--- src/rtl/addsub_pkg.sv ---
// Shared types for the 8-bit add/sub unit and its issue controller.
package addsub_pkg;

   typedef struct packed {
      logic [7:0] a;
      logic [7:0] b;
      logic       control_in;
   } input_port;

   typedef struct packed {
      logic [7:0] result_out;
      logic       flag_out;
   } output_port;

   typedef struct packed {
      logic [7:0] a;
      logic [7:0] b;
      logic       sub;
   } addsub_req_t;

endpackage

--- src/rtl/addsub_fifo.sv ---
// DEPTH-entry request FIFO with a combinational head that reads as zero when empty.
module addsub_fifo
   import addsub_pkg::*;
#(
   parameter int DEPTH = 4
) (
   input  logic        clk,
   input  logic        rst_n,
   input  logic        flush,
   input  logic        push,
   input  addsub_req_t wr_data,
   input  logic        pop,
   output logic        full,
   output logic        empty,
   output addsub_req_t head
);

   localparam int AW = $clog2(DEPTH);
   localparam logic [AW:0] DEPTH_C = (AW+1)'(DEPTH);

   addsub_req_t   mem_q [DEPTH];
   logic [AW-1:0] wr_ptr_q, wr_ptr_d;
   logic [AW-1:0] rd_ptr_q, rd_ptr_d;
   logic [AW:0]   count_q, count_d;
   logic          do_push, do_pop;

   assign full    = (count_q == DEPTH_C);
   assign empty   = (count_q == '0);
   assign do_push = push && !full;
   assign do_pop  = pop && !empty;
   assign head    = empty ? '0 : mem_q[rd_ptr_q];

   always_comb begin
      wr_ptr_d = wr_ptr_q;
      rd_ptr_d = rd_ptr_q;
      count_d  = count_q;
      if (flush) begin
         wr_ptr_d = '0;
         rd_ptr_d = '0;
         count_d  = '0;
      end else begin
         if (do_push) wr_ptr_d = wr_ptr_q + 1'b1;
         if (do_pop)  rd_ptr_d = rd_ptr_q + 1'b1;
         if (do_push && !do_pop)      count_d = count_q + 1'b1;
         else if (do_pop && !do_push) count_d = count_q - 1'b1;
      end
   end

   always_ff @(posedge clk or negedge rst_n) begin
      if (!rst_n) begin
         wr_ptr_q <= '0;
         rd_ptr_q <= '0;
         count_q  <= '0;
      end else begin
         wr_ptr_q <= wr_ptr_d;
         rd_ptr_q <= rd_ptr_d;
         count_q  <= count_d;
      end
   end

   // Storage carries no reset; stale entries are unreachable once count is zero.
   always_ff @(posedge clk) begin
      if (do_push && !flush) mem_q[wr_ptr_q] <= wr_data;
   end

endmodule

--- src/rtl/addsub_issue_ctrl.sv ---
// Request FIFO front end and registered response stage for combo_logic.
// Optional issue/carry statistics counters: ADDSUB_ISSUE_CTRL_STATS_EN.
module addsub_issue_ctrl
   import addsub_pkg::*;
#(
   parameter int DEPTH = 4
) (
   input  logic        clk,
   input  logic        rst_n,
   input  logic        flush,
   input  logic        req_valid,
   output logic        req_ready,
   input  logic [7:0]  req_a,
   input  logic [7:0]  req_b,
   input  logic        req_sub,
   output input_port   alu_p1,
   input  output_port  alu_p2,
   output logic        rsp_valid,
   input  logic        rsp_ready,
   output logic [7:0]  rsp_result,
   output logic        rsp_carry,
`ifdef ADDSUB_ISSUE_CTRL_STATS_EN
   output logic        rsp_zero,
   output logic [15:0] op_count,
   output logic [15:0] carry_count
`else
   output logic        rsp_zero
`endif
);

   addsub_req_t wr_req;
   addsub_req_t head;
   logic        full, empty;
   logic        push, issue;

   logic        rsp_valid_q, rsp_valid_d;
   logic [7:0]  rsp_result_q, rsp_result_d;
   logic        rsp_carry_q, rsp_carry_d;
   logic        rsp_zero_q, rsp_zero_d;

   assign req_ready = !full;
   assign push      = req_valid && req_ready;
   assign wr_req    = '{a: req_a, b: req_b, sub: req_sub};
   assign alu_p1    = '{a: head.a, b: head.b, control_in: head.sub};

   // The response slot is free when empty or being consumed on this same edge.
   assign issue = !empty && (!rsp_valid_q || rsp_ready);

   addsub_fifo #(
      .DEPTH (DEPTH)
   ) u_fifo (
      .clk     (clk),
      .rst_n   (rst_n),
      .flush   (flush),
      .push    (push),
      .wr_data (wr_req),
      .pop     (issue),
      .full    (full),
      .empty   (empty),
      .head    (head)
   );

   always_comb begin
      rsp_valid_d  = rsp_valid_q;
      rsp_result_d = rsp_result_q;
      rsp_carry_d  = rsp_carry_q;
      rsp_zero_d   = rsp_zero_q;
      if (flush) begin
         rsp_valid_d = 1'b0;
      end else if (issue) begin
         rsp_valid_d  = 1'b1;
         rsp_result_d = alu_p2.result_out;
         rsp_carry_d  = alu_p2.flag_out;
         rsp_zero_d   = (alu_p2.result_out == 8'h00);
      end else if (rsp_ready) begin
         rsp_valid_d = 1'b0;
      end
   end

   always_ff @(posedge clk or negedge rst_n) begin
      if (!rst_n) begin
         rsp_valid_q  <= 1'b0;
         rsp_result_q <= 8'h00;
         rsp_carry_q  <= 1'b0;
         rsp_zero_q   <= 1'b0;
      end else begin
         rsp_valid_q  <= rsp_valid_d;
         rsp_result_q <= rsp_result_d;
         rsp_carry_q  <= rsp_carry_d;
         rsp_zero_q   <= rsp_zero_d;
      end
   end

   assign rsp_valid  = rsp_valid_q;
   assign rsp_result = rsp_result_q;
   assign rsp_carry  = rsp_carry_q;
   assign rsp_zero   = rsp_zero_q;

`ifdef ADDSUB_ISSUE_CTRL_STATS_EN
   logic [15:0] op_count_q, op_count_d;
   logic [15:0] carry_count_q, carry_count_d;

   always_comb begin
      op_count_d    = op_count_q;
      carry_count_d = carry_count_q;
      if (flush) begin
         op_count_d    = '0;
         carry_count_d = '0;
      end else if (issue) begin
         op_count_d = op_count_q + 1'b1;
         if (alu_p2.flag_out) carry_count_d = carry_count_q + 1'b1;
      end
   end

   always_ff @(posedge clk or negedge rst_n) begin
      if (!rst_n) begin
         op_count_q    <= '0;
         carry_count_q <= '0;
      end else begin
         op_count_q    <= op_count_d;
         carry_count_q <= carry_count_d;
      end
   end

   assign op_count    = op_count_q;
   assign carry_count = carry_count_q;
`endif

endmodule
--- config.mk ---
export PLATFORM = sky130hd
export DESIGN_NAME = addsub_issue_ctrl
export DESIGN_NICKNAME = d
export VERILOG_FILES = /design/src/rtl/addsub_pkg.sv /design/src/rtl/addsub_fifo.sv /design/src/rtl/addsub_issue_ctrl.sv
export SDC_FILE = /design/constraint.sdc
export NUM_CORES = 1
export LEC_CHECK = 0
export BUFFER_PORTS_ARGS = -buffer_cell sky130_fd_sc_hd__buf_4
export CAP_MARGIN = 20
export CELL_PAD_IN_SITES_DETAIL_PLACEMENT = 1
export CELL_PAD_IN_SITES_GLOBAL_PLACEMENT = 1
export CORE_AREA = 2 2 88 90
export DETAILED_ROUTE_END_ITERATION = 8
export DIE_AREA = 0 0 90 92
export PLACE_DENSITY = 0.94
export RECOVER_POWER = 25
export SYNTH_ARGS = -nofsm -noshare
export SYNTH_HDL_FRONTEND = slang
export SYNTH_HIERARCHICAL = 1
export SYNTH_SLANG_ARGS = --single-unit
--- constraint.sdc ---
create_clock -name clk -period 4.1 [get_ports clk]
set_clock_uncertainty 0.2 [all_clocks]
set_input_delay 0.82 -clock clk [delete_from_list [all_inputs] [get_ports clk]]
set_output_delay 0.82 -clock clk [all_outputs]
set_load 0.02 [all_outputs]
[After elaboration in Yosys (flattened, before gate mapping)]
Memories as Yosys holds them, arrays and structs flattened.
Index checks and enable logic that the tools add are counted.
Operators by class
  add/sub/neg operators: 4
  equal/unequal tests: 1
  multiplexer cells: 13
  bitwise gates (word level): 1
  reduce and logical (&&, ||, !) cells: 21
Operator list (count)
  $mux 17: 1
  $mux 3: 3
  $logic_not 8->1: 1
  $mux 2: 4
  $logic_and 1x1->1: 7
  $logic_not 1->1: 6
  $reduce_bool 3->1: 2
  $mux 1: 5
  $add 2x1->2 const B: 2
  $reduce_bool 2->1: 2
  $add 3x1->3 const B: 1
  $eq 3x3->1 const B: 1
  $logic_not 3->1: 1
  $sub 3x1->3 const B: 1
  $reduce_and 2->1: 1
  $logic_or 1x1->1: 1
  $not 1->1: 1
Storage, ports and cells
  register bits: 18
  bits in writable memories: 68
  input port bits: 31
  output and inout bits: 29
  word-level logic and storage cells: 48
  memories kept: 1
Memory list
  u_fifo.mem_q: words 4, width 17, read ports 1, clocked after memory_dff 0, wr ports 1, line addsub_fifo.sv:21  | addsub_req_t mem_q [DEPTH];

[Longest topological paths before layout]
  depth after elaboration: 9
  mapped depth: 11
  depth with buffers taken out: 8

[Hierarchy]
Netlist, hierarchy kept.
By module, submodules not included
  addsub_fifo: times used 1, cells an instance 169, area an instance 3118.0 µm², seq. area each 2217.1 µm²
  addsub_issue_ctrl: times used 1, cells an instance 32, area an instance 462.9 µm², seq. area each 275.3 µm²

[Least setup slack after synthesis]
Ideal clock, no wire load.
  path type: input -> register
  from: in rsp_ready
  to: reg u_fifo.count_q[2]
  library setup time: 0.094 ns
  arrival time: 2.310 ns
  data required time: 3.806 ns
  path slack: 1.497 ns
  stages: 8
  path buffers: 1
  cell sequence: nor2b_4 nor2_1 buf_2 o31ai_1 and3_1 fa_1 o311a_1 a211oi_1
Between the ends
  longest elaborated chain between the ends: 7
  elaborated cells on any way between the ends: 9
  those cells by class: mux: 2; reduce/logical: 7
RTL lines
  from (decl): line addsub_issue_ctrl.sv:19  | input logic rsp_ready,
  $logic_or 1x1->1 *: line addsub_issue_ctrl.sv:47  | assign issue = !empty && (!rsp_valid_q || rsp_ready);
  $logic_and 1x1->1 *: line addsub_issue_ctrl.sv:47
  net issue: line addsub_issue_ctrl.sv:34  | logic push, issue;
  $logic_and 1x1->1 *: line addsub_fifo.sv:30  | assign do_pop = pop && !empty;
  $logic_not 1->1: line addsub_fifo.sv:44  | if (do_push && !do_pop) count_d = count_q + 1'b1;
  $logic_and 1x1->1: line addsub_fifo.sv:44
  $mux 3: line addsub_fifo.sv:44
  $mux 3: line addsub_fifo.sv:37  | if (flush) begin
  to (signal assigned): line addsub_fifo.sv:57  | count_q <= count_d;
  to (decl): line addsub_fifo.sv:24  | logic [AW:0] count_q, count_d;
The timed path passes the listed nets; every way through them passes the cells marked *.
A chain may end at the register's enable or synchronous reset.

[Final worst setup path]
  from: reg u_fifo.count_q[0]
  to: reg u_fifo.count_q[2]
Between the ends
  longest elaborated chain between the ends: 8
  elaborated cells on any way between the ends: 18
  those cells by class: add/sub: 2; eq/ne: 1; mux: 3; reduce/logical: 12
RTL lines
  $logic_not 3->1 *: line addsub_fifo.sv:28  | assign empty = (count_q == '0);
  net empty: line addsub_issue_ctrl.sv:33  | logic full, empty;
  $logic_not 1->1 *: line addsub_issue_ctrl.sv:47
  $logic_and 1x1->1 *: line addsub_issue_ctrl.sv:47
  net issue: line addsub_issue_ctrl.sv:34
  $logic_and 1x1->1 *: line addsub_fifo.sv:30
  $logic_not 1->1: line addsub_fifo.sv:44
  $logic_and 1x1->1: line addsub_fifo.sv:44
  $mux 3: line addsub_fifo.sv:44
  $mux 3: line addsub_fifo.sv:37
The timed path passes the listed nets; every way through them passes the cells marked *. The select of a mux whose other input is x is not followed.

==> reports/results.ini <==
[sta]
rsz0062_at_grt = no
worst_pin_slew_ns = 1.08
period_needed_ns = 3.37
min_period_over_period_pct = 82.2
slew_headroom_pct = 27.8
whs_ns = 0.311
slew_violations = 0
setup_tns_ns = 0
max_freq_mhz = 297
finalHoldViolCount = 0
setup_viol = 0

[die]
io_pins = 60
die_h_microns = 92
rows = 32
core_sq_um = 7450
start_util_pct = 48.1
fp.dieW_microns = 90
dieArea_sq_um = 8280

[clock_network]
clk_pin_slew_worst_paths_ns = 0.09
cts_num_sinks = 86
tritoncts = done
cts_setup_buffers = 0
cts_root_buf = clkbuf_8
ctsResizeCount = 0
numCtsBuffers = 9
ctsHoldBuffers = 0
htreeDepth = 3
ctsLongestPathBuffers = 2
worstSkewPairLatency_ns = 0.36

[placed_design]
dp_hpwl_mm = 5.42
placed_area_sq_um = 4110
gp_congestion = 0.736
dp_cells = 354
io_buffers = 59

[final_layout]
fin_area_sq_um = 4290
syn_to_final_growth_pct = 19.9
multi_input_area_sq_um = 997
fin_nets = 299
fillers = 708
regArea_sq_um = 2490
instances_no_fill = 370
drive_gt1_share_pct = 36.6
post-route-util_pct = 57.6
diodes = 0

[worst_setup_path]
crit_family = simple AND/OR/NAND/NOR gates
worstPathArrival_ns = 3.43
crit_chain = nor3_2 > buf_4 > nor2_1 > o31ai_1 > and3_1 > fa_1 > o311a_1 > a211oi_1
cp_max_fo = 20
path_buf_inv = 1
startpoint_type = flop
max_stage_delay_ns = 0.56
worstSetupEndpointType = flop
required_ns = 4.16
crit_slowest_cell = nor2_1
path_class = flop to flop

[global_route]
gr-usage-all-layers_pct = 20.9
grt_max_degree = 21
grt_pass1_vias = 2164
grt_pass1_wl_mm = 12.4
overflow = 0
antenna_found_initial = 0

[power]
p_leak_nw = 1.54
p_clk_share_pct = 24.3
ir_drop_uv = 276
power_frac_comb_pct = 33.5
swShare_pct = 32.7
internal-power_mw = 1.83
powerDensity_nw_per_um2 = 633
seq_power_share_pct = 42.3
switching_power_uw = 889

[synthesis]
netlist_area_sq_um = 3580
synth_edf_count = 68
synth_fa_ha_area_share_pct = 1.96
synthMuxAreaShare_pct = 14.7
synth-main-ff-cell = edfxtp_1
synthesis.nets = 237
synth_top_family_by_area = multiplexers
synth-simple-area-share_pct = 7.76
async_flop_share_pct = 20.9
ys_seq_area_share_pct = 69.6
yosysUniqueCellTypes = 37
synth_warnings = 6
postSynthAreaPerCell_sq_um = 17.8
synth-seq-cells = 86
netlist_instances = 201
synth-compound-area-share_pct = 2.94
synth_xor_area_share_pct = 0.489

[job]
drv_cap = 0

[drt]
drc = 0
drt_iter0_drc = 104
avgRoutedWirePerCell_microns = 22.3
ant_nets = 0
via_per_inst = 5.40
drt_wl_total_mm = 8.24
dr_total_vias = 1997
drt_pre_antenna_iters = 4

[hold_path]
hold_path.class = flop to flop

[status]
outcome = finished, final reports clean

[layer usage]
| metal | vias to the layer above | global-route usage [%] | wire (microns) |
|---|---|---|---|
| met3 | 12 | 5.01 | 319 |
| met4 | 0 | 8.21 | 159 |
| met2 | 51 | 37.1 | 4520 |
| met1 | 1051 | 24.8 | 3240 |
| li1 | 883 | - | - |
| met5 | - | 0 | 0 |
[cell type report]
type                    count  area share, %
clock buffers              13           4.23
clock inverters             3           1.11
inverters                   9          0.787
multi-input cells          96           23.2
flip-flops and latches     86           58.1
well taps                 102           2.97
repair buffers             61           9.62
[layout by cell type, fill, tap and decap left out, types with 3 or more instances in the layout]
cell type,synthesis,layout
and2_1,4,4
mux2_2,11,11
o21ai_0,3,3
inv_1,8,8
dfrtp_1,18,18
nor2_1,10,10
ha_1,4,4
mux4_2,17,17
nor2b_1,18,18
clkbuf_1,1,14
edfxtp_1,68,68
buf_4,1,49
clkbuf_8,0,9
[power by group through the flow]
stage | sequential (mW) | combinational (mW) | clock, mW
final | 1.15 | 0.909 | 0.660
after global routing | 1.16 | 0.965 | 0.704
after detailed placement | 1.16 | 0.898 | 0
after CTS | 1.15 | 0.922 | 0.673
after global placement | 1.15 | 0.860 | 0
after floorplan | 1.17 | 0.540 | 0
[flip-flops by register name, summed over array words and instances (netlist names)]
name / count
rsp_result: 8
u_fifo/mem_q: 68
rsp_carry: 1
u_fifo/wr_ptr_q: 2
u_fifo/count_q: 3
rsp_valid: 1
u_fifo/rd_ptr_q: 2
rsp_zero: 1
[path summary, 6_finish.rpt]
kind / depth (start not counted) / end / start / slack [ns]
max: 8 / u_fifo/count_q[2] / u_fifo/count_q[0] / 0.73
min: 1 / rsp_result[7] / rsp_result[7] / 0.31
max reg2reg: 8 / u_fifo/count_q[2] / u_fifo/count_q[0] / 0.73
min reg2reg: 1 / rsp_result[7] / rsp_result[7] / 0.31
max in group asynchronous: 1 / rsp_result[2] / rst_n / 2.62
min in group asynchronous: 1 / u_fifo/count_q[2] / rst_n / 0.43
[logic make-up (layout without fill, tap and decap cells)]
logic type	Yosys count	after routing
buffers and inverters	19	86
muxes	30	30
and+or+nand+nor	45	45
AOI/OAI and AO/OA	14	14
adders and majority gates	5	5
DFF	86	86
xor gates and xnor gates	2	2
[per-stage QoR]
stage	power, mW	setup slack, ns
after floorplan	1.71	1.50
after global placement	2.01	1.05
after detailed placement	2.06	0.881
after CTS	2.74	0.718
after global routing	2.83	0.531
final	2.72	0.728
[worst register-to-register path, stage by stage (launching register included)]
cell and delay, ns:
dfrtp_1 0.55, nor3_2 0.09, buf_4 0.23, nor2_1 0.56
o31ai_1 0.29, and3_1 0.29, fa_1 0.43, o311a_1 0.36
a211oi_1 0.27
[synthesized netlist by cell type, types with 3 or more instances]
| master | number | area (sq um) |
|---|---|---|
| edfxtp_1 | 68 | 2040 |
| nor2_1 | 10 | 37.5 |
| o21ai_0 | 3 | 15.0 |
| and2_1 | 4 | 25.0 |
| dfrtp_1 | 18 | 450 |
| ha_1 | 4 | 50.1 |
| mux2_2 | 11 | 124 |
| buf_2 | 7 | 35.0 |
| inv_1 | 8 | 30.0 |
| mux4_2 | 17 | 383 |
| nor2b_1 | 18 | 113 |
(Power assumes the default switching activity.)
